[src/rtl/ram_arbiter.sv]
`default_nettype none
//==============================================================================
// Module   : ram_arbiter
// Purpose  : Shares one synchronous single-port RAM between the Z80 CPU and the
//            video fetcher; video has priority with a bounded CPU wait.
// Revision : 1.0
//==============================================================================
module ram_arbiter #(
    parameter int MAX_WAIT = 4,
    parameter int VID_AW   = 13
) (
    input  logic              clk,
    input  logic              reset_n,
    input  logic              cpu_req,
    input  logic              cpu_we,
    input  logic [15:0]       cpu_addr,
    input  logic [7:0]        cpu_wdata,
    output logic [7:0]        cpu_rdata,
    output logic              cpu_ack,
    output logic              cpu_wait_n,
    input  logic              vid_req,
    input  logic [VID_AW-1:0] vid_addr,
    output logic              vid_gnt,
    output logic [7:0]        vid_rdata,
    output logic              vid_valid,
    output logic              ram_en,
    output logic              ram_we,
    output logic [15:0]       ram_addr,
    output logic [7:0]        ram_wdata,
    input  logic [7:0]        ram_rdata
);

    localparam int              WCW          = (MAX_WAIT > 0) ? $clog2(MAX_WAIT + 1) : 1;
    localparam logic [WCW-1:0]  c_MAX_WAIT   = WCW'(MAX_WAIT);
    localparam logic [15:0]     c_RAM_BASE   = 16'h4000;
    localparam logic [1:0]      c_TAG_NONE   = 2'd0;
    localparam logic [1:0]      c_TAG_VID    = 2'd1;
    localparam logic [1:0]      c_TAG_CPU_RD = 2'd2;
    localparam logic [1:0]      c_TAG_CPU_WR = 2'd3;

    logic           r_cpu_req_d;
    logic           r_cpu_pend;
    logic [WCW-1:0] r_wcnt;
    logic [1:0]     r_tag0;
    logic [1:0]     r_tag1;

    logic           w_cpu_new;
    logic           w_expired;
    logic           w_vid_win;
    logic           w_cpu_win;
    logic           w_pend_next;
    logic [1:0]     w_tag_next;
    logic           w_inflight_next;

    always_comb begin
        w_cpu_new   = cpu_req & ~r_cpu_req_d;
        w_expired   = (r_wcnt >= c_MAX_WAIT);
        // The pending flag used here is the one registered before this edge,
        // so a brand-new CPU request always loses its first edge to video.
        w_vid_win   = vid_req & (~r_cpu_pend | ~w_expired);
        w_cpu_win   = r_cpu_pend & (~vid_req | w_expired);
        w_pend_next = (r_cpu_pend & ~w_cpu_win) | w_cpu_new;
        w_tag_next  = c_TAG_NONE;
        if (w_cpu_win) begin
            w_tag_next = cpu_we ? c_TAG_CPU_WR : c_TAG_CPU_RD;
        end else if (w_vid_win) begin
            w_tag_next = c_TAG_VID;
        end
        // A write is acknowledged one edge after issue, a read two edges after.
        w_inflight_next = (w_tag_next == c_TAG_CPU_RD) | (w_tag_next == c_TAG_CPU_WR)
                        | (r_tag0 == c_TAG_CPU_RD);
    end

    always_ff @(posedge clk) begin
        if (!reset_n) begin
            // Treat the request as already high so one held across reset is ignored.
            r_cpu_req_d <= 1'b1;
            r_cpu_pend  <= 1'b0;
            r_wcnt      <= '0;
            r_tag0      <= c_TAG_NONE;
            r_tag1      <= c_TAG_NONE;
            ram_en      <= 1'b0;
            ram_we      <= 1'b0;
            ram_addr    <= '0;
            ram_wdata   <= '0;
            vid_gnt     <= 1'b0;
            vid_valid   <= 1'b0;
            vid_rdata   <= '0;
            cpu_ack     <= 1'b0;
            cpu_rdata   <= '0;
            cpu_wait_n  <= 1'b1;
        end else begin
            r_cpu_req_d <= cpu_req;
            r_cpu_pend  <= w_pend_next;
            if (w_cpu_win) begin
                r_wcnt <= '0;
            end else if (r_cpu_pend && w_vid_win) begin
                r_wcnt <= r_wcnt + WCW'(1);
            end

            r_tag0  <= w_tag_next;
            r_tag1  <= r_tag0;
            ram_en  <= w_cpu_win | w_vid_win;
            ram_we  <= w_cpu_win & cpu_we;
            vid_gnt <= w_vid_win;
            if (w_cpu_win) begin
                ram_addr  <= cpu_addr - c_RAM_BASE;
                ram_wdata <= cpu_wdata;
            end else if (w_vid_win) begin
                ram_addr  <= 16'(vid_addr);
            end

            vid_valid <= (r_tag1 == c_TAG_VID);
            if (r_tag1 == c_TAG_VID) begin
                vid_rdata <= ram_rdata;
            end
            cpu_ack <= (r_tag1 == c_TAG_CPU_RD) | (r_tag0 == c_TAG_CPU_WR);
            if (r_tag1 == c_TAG_CPU_RD) begin
                cpu_rdata <= ram_rdata;
            end
            cpu_wait_n <= ~(w_pend_next | w_inflight_next);
        end
    end

endmodule
`default_nettype wire

[config.mk]
export PLATFORM = sky130hd
export DESIGN_NAME = ram_arbiter
export DESIGN_NICKNAME = d
export VERILOG_FILES = /design/src/rtl/ram_arbiter.sv
export SDC_FILE = /design/constraint.sdc
export NUM_CORES = 1
export LEC_CHECK = 0
export CORE_MARGIN = 3
export CORE_UTILIZATION = 40
export DETAILED_ROUTE_END_ITERATION = 16
export DONT_BUFFER_PORTS = 1
export PLACE_DENSITY = 0.54
export REMOVE_ABC_BUFFERS = 1
export SYNTH_ARGS = -nofsm -noshare
export SYNTH_HDL_FRONTEND = slang
export SYNTH_SLANG_ARGS = --single-unit
[constraint.sdc]
create_clock -name clk -period 1.3 [get_ports clk]
set_input_delay 0.39 -clock clk [delete_from_list [all_inputs] [get_ports clk]]
set_output_delay 0.39 -clock clk [all_outputs]
set_load 0.005 [all_outputs]
==> impl_metrics.json, run 1 <==
{
  "outcome": "finished, final reports clean",
  "cts.clk_slew.worst_paths_ps": 90,
  "yosysTopAreaCellShare_pct": 48.1,
  "synth_seq_area_share_pct": 48.1,
  "cp-start-kind": "flip-flop",
  "fin_crit_ps": 1200,
  "yosysWarnings": 0,
  "critical_path_required_ps": 1530,
  "dr.max_layer_used": "met4",
  "p_int_uw": 2220,
  "numCtsBuffers": 5,
  "multi_input_area_um2": 1050,
  "synth_cell_types": 44,
  "pwr-share-comb_pct": 8.4,
  "dp_slack_ps": 105,
  "synthTopCellsByArea": "dfxtp_1 48%, nand2_1 5.9%, a21oi_1 4.2%",
  "final_common_cell": "dfxtp_1",
  "maxSlewHeadroom_pct": 75.6,
  "setup_ws_ps": 101,
  "coreArea_um2": 5300,
  "row_count": 26,
  "place_area_um2": 2370,
  "wl_met1_um": 2380,
  "antenna_found_initial": 0,
  "cp-end-kind": "flip-flop",
  "tns_ps": 0,
  "grt_usage_pct": 16.6,
  "p_sw_share_pct": 24.0,
  "die_area_um2": 6670,
  "clockRootBuffer": "clkbuf_8",
  "worstHoldStart": "reset_n",
  "crit_type": "flip-flop to flip-flop",
  "ios": 96,
  "dieHeight_um": 81.6,
  "ant_nets": 0,
  "holdPathStages": 1,
  "cts_hold_buffers": 0,
  "first_iter_violations": 96,
  "hp-class": "primary input to flip-flop",
  "cts_tree": "yes",
  "vias": 1672,
  "diodes": 0,
  "start_util_pct": 43.2,
  "routed_wl_um": 5320,
  "avgSynthCellArea_um2": 9.62,
  "drt_first_pass_iters": 4,
  "setup_violations": 0,
  "area_growth_syn_to_layout_pct": 7.00,
  "clock_power_share_pct": 30.3,
  "synth_top_cell_by_area": "dfxtp_1",
  "utilization_pct": 46.2,
  "finalPower_uw": 2920,
  "r2r-start": "r_cpu_pend$_SDFF_PN0_",
  "final_min_period_over_clock_period_pct": 92.3,
  "cts_num_sinks": 55,
  "final_cell_mix": "55 x dfxtp_1, 36 x nand2_1, 19 x a21oi_1, 13 x nor2_1, 9 x a21oi_2",
  "cts_max_level": 2,
  "regArea_um2": 1100,
  "holdPathEnd": "r_cpu_req_d$_SDFF_PN1_",
  "p_per_area_nw_per_um2": 1190,
  "vdd_drop_max_uv": 719,
  "nNetsFinal": 288,
  "critPathArrivalTime_ps": 1430,
  "grt_pass1_wl_um": 8600,
  "synthCells": 238,
  "cp_max_fo": 10,
  "drc": 0,
  "wl_met2_um": 2450,
  "die_w_um": 81.6,
  "routed_via_density": 5.46,
  "final_area_um2": 2450,
  "drv_cap": 0,
  "final_layout_size_suffix_gt1_share_pct": 22.5,
  "reg2regPathDepth": 3,
  "n_fill_cell": 534,
  "grt_max_degree": 21,
  "regToRegSetupSlack_ps": 100,
  "dpl.hpwl_um": 3670,
  "pwr-share-seq_pct": 61.3,
  "p_leak_uw": 0.000848,
  "wl_met3_um": 413,
  "synth_seq_cells": 55,
  "p_sw_uw": 700,
  "clock_latency_ps": 300,
  "clock-skew-final_ps": 5.38,
  "synth_area_um2": 2290,
  "slew_viol_final": 0,
  "worst_pin_slew_ps": 366,
  "grt_pass1_vias": 1759,
  "overflow": 0,
  "globalplace.congestion": 0.733,
  "worst_r2r_endpoint": "ram_addr[7]$_SDFFE_PN0P_",
  "finalHoldViolCount": 0,
  "max_freq_mhz": 834,
  "routedWlPerCell_um": 17.4,
  "rsz0062_at_grt": "no",
  "clk_path_buf_depth": 2,
  "port_buffers": 0
}
registers in the layout (all words and copies together), names as in the netlist, 2 cells and up:
name       cells
r_tag0         2
vid_rdata      8
ram_addr      16
r_wcnt         3
ram_wdata      8
r_tag1         2
cpu_rdata      8
critical path, stage by stage, from the launching register on:
cell and delay (ps):
dfxtp_1 520, nand2_2 220, buf_4 220, a211oi_2 170
synthesized netlist by cell type, drive strengths merged:
cell type  instances
xnor2              1
buf               11
inv                4
ha                 1
o31a               7
o21ai             14
xor2               1
and2b              1
nand4b             1
or2                1
and3               2
a211oi             6
a32oi              3
nand2b             4
dfxtp             55
mux2               7
nor2b              4
nand2             37
o221a              7
and2               3
nor3               7
o31ai              1
a22oi              1
clkbuf             8
a21oi             28
nor2              14
nand3              9
power by group through the flow:
| stage | sequential, uW | combinational, uW | clock [uW] |
|---|---|---|---|
| 2_1_floorplan | 1820 | 171 | 0 |
| 3_3_place_gp | 1830 | 244 | 0 |
| 3_5_place_dp | 1830 | 247 | 0 |
| 4_1_cts | 1790 | 248 | 915 |
| 5_1_grt | 1800 | 274 | 981 |
| 6_report | 1790 | 245 | 887 |
worst max path at each step:
stage / from / end / cells after the start
5_1_grt: r_cpu_pend$_SDFF_PN0_ / ram_addr[8]$_SDFFE_PN0P_ / 3
6_report: r_cpu_pend$_SDFF_PN0_ / ram_addr[7]$_SDFFE_PN0P_ / 3
2_1_floorplan: r_cpu_pend$_SDFF_PN0_ / ram_addr[0]$_SDFFE_PN0P_ / 2
3_5_place_dp: r_cpu_pend$_SDFF_PN0_ / ram_addr[7]$_SDFFE_PN0P_ / 3
4_1_cts: r_cpu_pend$_SDFF_PN0_ / ram_addr[7]$_SDFFE_PN0P_ / 3
3_3_place_gp: r_cpu_pend$_SDFF_PN0_ / ram_addr[11]$_SDFFE_PN0P_ / 3
metrics by stage:
step,hold WS (ps),std cells
2_1_floorplan,440,219
3_3_place_gp,454,300
3_5_place_dp,460,300
4_1_cts,152,306
5_1_grt,150,306
6_report,161,306
area by class of cell:
type,count,share of cell area (%)
well taps,70,3.58
multi-input cells,160,42.8
inverters,4,0.818
repair buffers,11,4.91
flip-flops and latches,55,45.0
clock buffers,6,2.96
repair_timing:
action,in CTS,in global routing
resized for setup,0,2
setup endpoints to repair,0,1
buffers inserted,0,0
routing by layer:
layer	vias to the layer above	GRT usage (%)
met5	-	0
met4	0	5.32
met3	7	5.48
met2	57	26.5
met1	780	21.3
li1	828	-
logic make-up after synthesis:
family	share of synthesized area, %
AND/OR/NAND/NOR	17.5
AO/OA/AOI/OAI	23.2
flip-flops	48.1
buffers and inverters	6.12
multiplexers	3.77
XOR/XNOR	0.766
adder cells (fa/ha/maj)	0.547
No activity file was read; power rests on OpenSTA's default activity.
==> run 2, diff against run 1 <==
--- a/config.mk
+++ b/config.mk
@@ -11,6 +11,7 @@
 export DONT_BUFFER_PORTS = 1
 export PLACE_DENSITY = 0.54
 export REMOVE_ABC_BUFFERS = 1
+export SKIP_CTS_REPAIR_TIMING = 1
 export SYNTH_ARGS = -nofsm -noshare
 export SYNTH_HDL_FRONTEND = slang
 export SYNTH_SLANG_ARGS = --single-unit
==> results of run 2 <==
Final layout, timing and power as in run 1 (identical DEF).
==> run 3, diff against run 2 <==
--- a/config.mk
+++ b/config.mk
@@ -5,7 +5,7 @@
 export SDC_FILE = /design/constraint.sdc
 export NUM_CORES = 1
 export LEC_CHECK = 0
-export CORE_MARGIN = 3
+export CORE_MARGIN = 2
 export CORE_UTILIZATION = 40
 export DETAILED_ROUTE_END_ITERATION = 16
 export DONT_BUFFER_PORTS = 1
==> impl_metrics.json, run 3 (synthesized netlist as in run 1, its figures left out) <==
{
  "row_count": 27,
  "cp_max_fo": 15,
  "rsz0062_at_grt": "yes",
  "outcome": "finished, final reports clean",
  "ios": 96,
  "hp-class": "primary input to flip-flop",
  "max_freq_mhz": 819,
  "slowest_delay_ps": 480,
  "routed_via_density": 5.49,
  "ant_nets": 0,
  "area_growth_syn_to_layout_pct": 7.76,
  "p_leak_uw": 0.000861,
  "clockRootBuffer": "clkbuf_8",
  "globalplace.congestion": 0.692,
  "largest_reg_flops": 16,
  "overflow": 0,
  "wl_met2_um": 2300,
  "dr.max_layer_used": "met4",
  "cts_num_sinks": 55,
  "setup_violations": 0,
  "first_iter_violations": 55,
  "vdd_drop_max_uv": 463,
  "clock_latency_ps": 300,
  "dieHeight_um": 79.6,
  "diodes": 0,
  "coreArea_um2": 5510,
  "drc": 0,
  "cts.clk_slew.worst_paths_ps": 100,
  "wl_met1_um": 2230,
  "slew_viol_final": 0,
  "worst_pin_slew_ps": 419,
  "finalPower_uw": 2990,
  "worstPathCellList": "nand2_2 > o221a_2",
  "routedWlPerCell_um": 16.5,
  "wl_met3_um": 491,
  "grt_pass1_wl_um": 8090,
  "final_min_period_over_clock_period_pct": 94.0,
  "final_cell_mix": "55 x dfxtp_1, 36 x nand2_1, 19 x a21oi_1, 13 x nor2_1, 11 x buf_4",
  "clk_path_buf_depth": 2,
  "grt_max_degree": 31,
  "place_area_um2": 2360,
  "antenna_found_initial": 0,
  "die_w_um": 79.6,
  "port_buffers": 0,
  "p_per_area_nw_per_um2": 1210,
  "drt_first_pass_iters": 4,
  "cp-start-kind": "flip-flop",
  "start_util_pct": 41.6,
  "clock-skew-final_ps": 5.19,
  "fin_crit_ps": 1220,
  "critPathSlowestCell": "dfxtp_1",
  "routed_wl_um": 5130,
  "finalHoldViolCount": 0,
  "critPathArrivalTime_ps": 1430,
  "cts_tree": "yes",
  "final_common_cell": "dfxtp_1",
  "grt_pass1_vias": 1654,
  "crit_type": "flip-flop to flip-flop",
  "vias": 1706,
  "largest_register": "ram_addr",
  "maxSlewHeadroom_pct": 72.0,
  "numCtsBuffers": 5,
  "nNetsFinal": 290,
  "dpl.hpwl_um": 3470,
  "critical_path_required_ps": 1510,
  "final_area_um2": 2470,
  "grt_usage_pct": 16.3,
  "cp-end-kind": "flip-flop",
  "die_area_um2": 6340,
  "final_layout_size_suffix_gt1_share_pct": 23.8,
  "cts_max_level": 2,
  "drv_cap": 0
}
==> run 3: cell count changes in the layout (fill, tap and decap cells not counted) <==
cell,change
inv_4,-1
inv_2,+1
clkinv_2,+1
buf_4,+3
clkbuf_8,+1
buf_12,-1
clkbuf_1,-1
==> run 3: through the flow <==
step / setup TNS [ps] / cells / setup WS, ps / hold WS, ps / util, %
after floorplan: -7430 / 219 / -338 / 440 / -
after global routing: -15.8 / 311 / -8.21 / 150 / 44.8
after detailed placement: 0 / 301 / 73.5 / 457 / 42.8
after global placement: 0 / 301 / 108 / 458 / 42.8
after CTS: 0 / 308 / 49.6 / 153 / 44.4
final: 0 / 311 / 78.3 / 164 / 44.8
==> run 3: layout make-up <==
cell class	instances	area, um2
Fill cell	516	3040
Sequential cell	55	1100
Multi-Input combinational cell	160	1050
Timing Repair Buffer	13	123
Tap cell	72	90.1
Clock buffer	6	82.6
Inverter	4	17.5
Clock inverter	1	5.00
==> run 3: critical path, delay by kind of cell, from the launching register on <==
kind,cells,cell delay (ps)
DFF,1,480
AOI/OAI and AO/OA,1,360
and+or+nand+nor,1,290
==> run 3: metal layers <==
metal | global-route usage (%) | vias up
met1 | 19.6 | 796
li1 | - | 829
met5 | 0 | -
met4 | 6.72 | 0
met2 | 26.1 | 73
met3 | 6.45 | 8
==> run 3: worst paths after layout <==
check | startpoint | end | slack (ps) | depth (start not counted)
worst min-delay path | reset_n | r_cpu_req_d$_SDFF_PN1_ | 160 | 1
worst max-delay path | r_cpu_pend$_SDFF_PN0_ | ram_addr[1]$_SDFFE_PN0P_ | 80 | 2
worst min register to register | r_wcnt[1]$_SDFFE_PP0P_ | r_wcnt[1]$_SDFFE_PP0P_ | 470 | 2
worst max register to register | r_cpu_pend$_SDFF_PN0_ | ram_addr[1]$_SDFFE_PN0P_ | 80 | 2
==> run 3: where the power goes <==
part	leakage [uW]	total [uW]	switching, uW	internal, uW
Clock	0.0000470	953	533	420
Combinational	0.000365	249	130	118
Sequential	0.000448	1790	46.0	1750
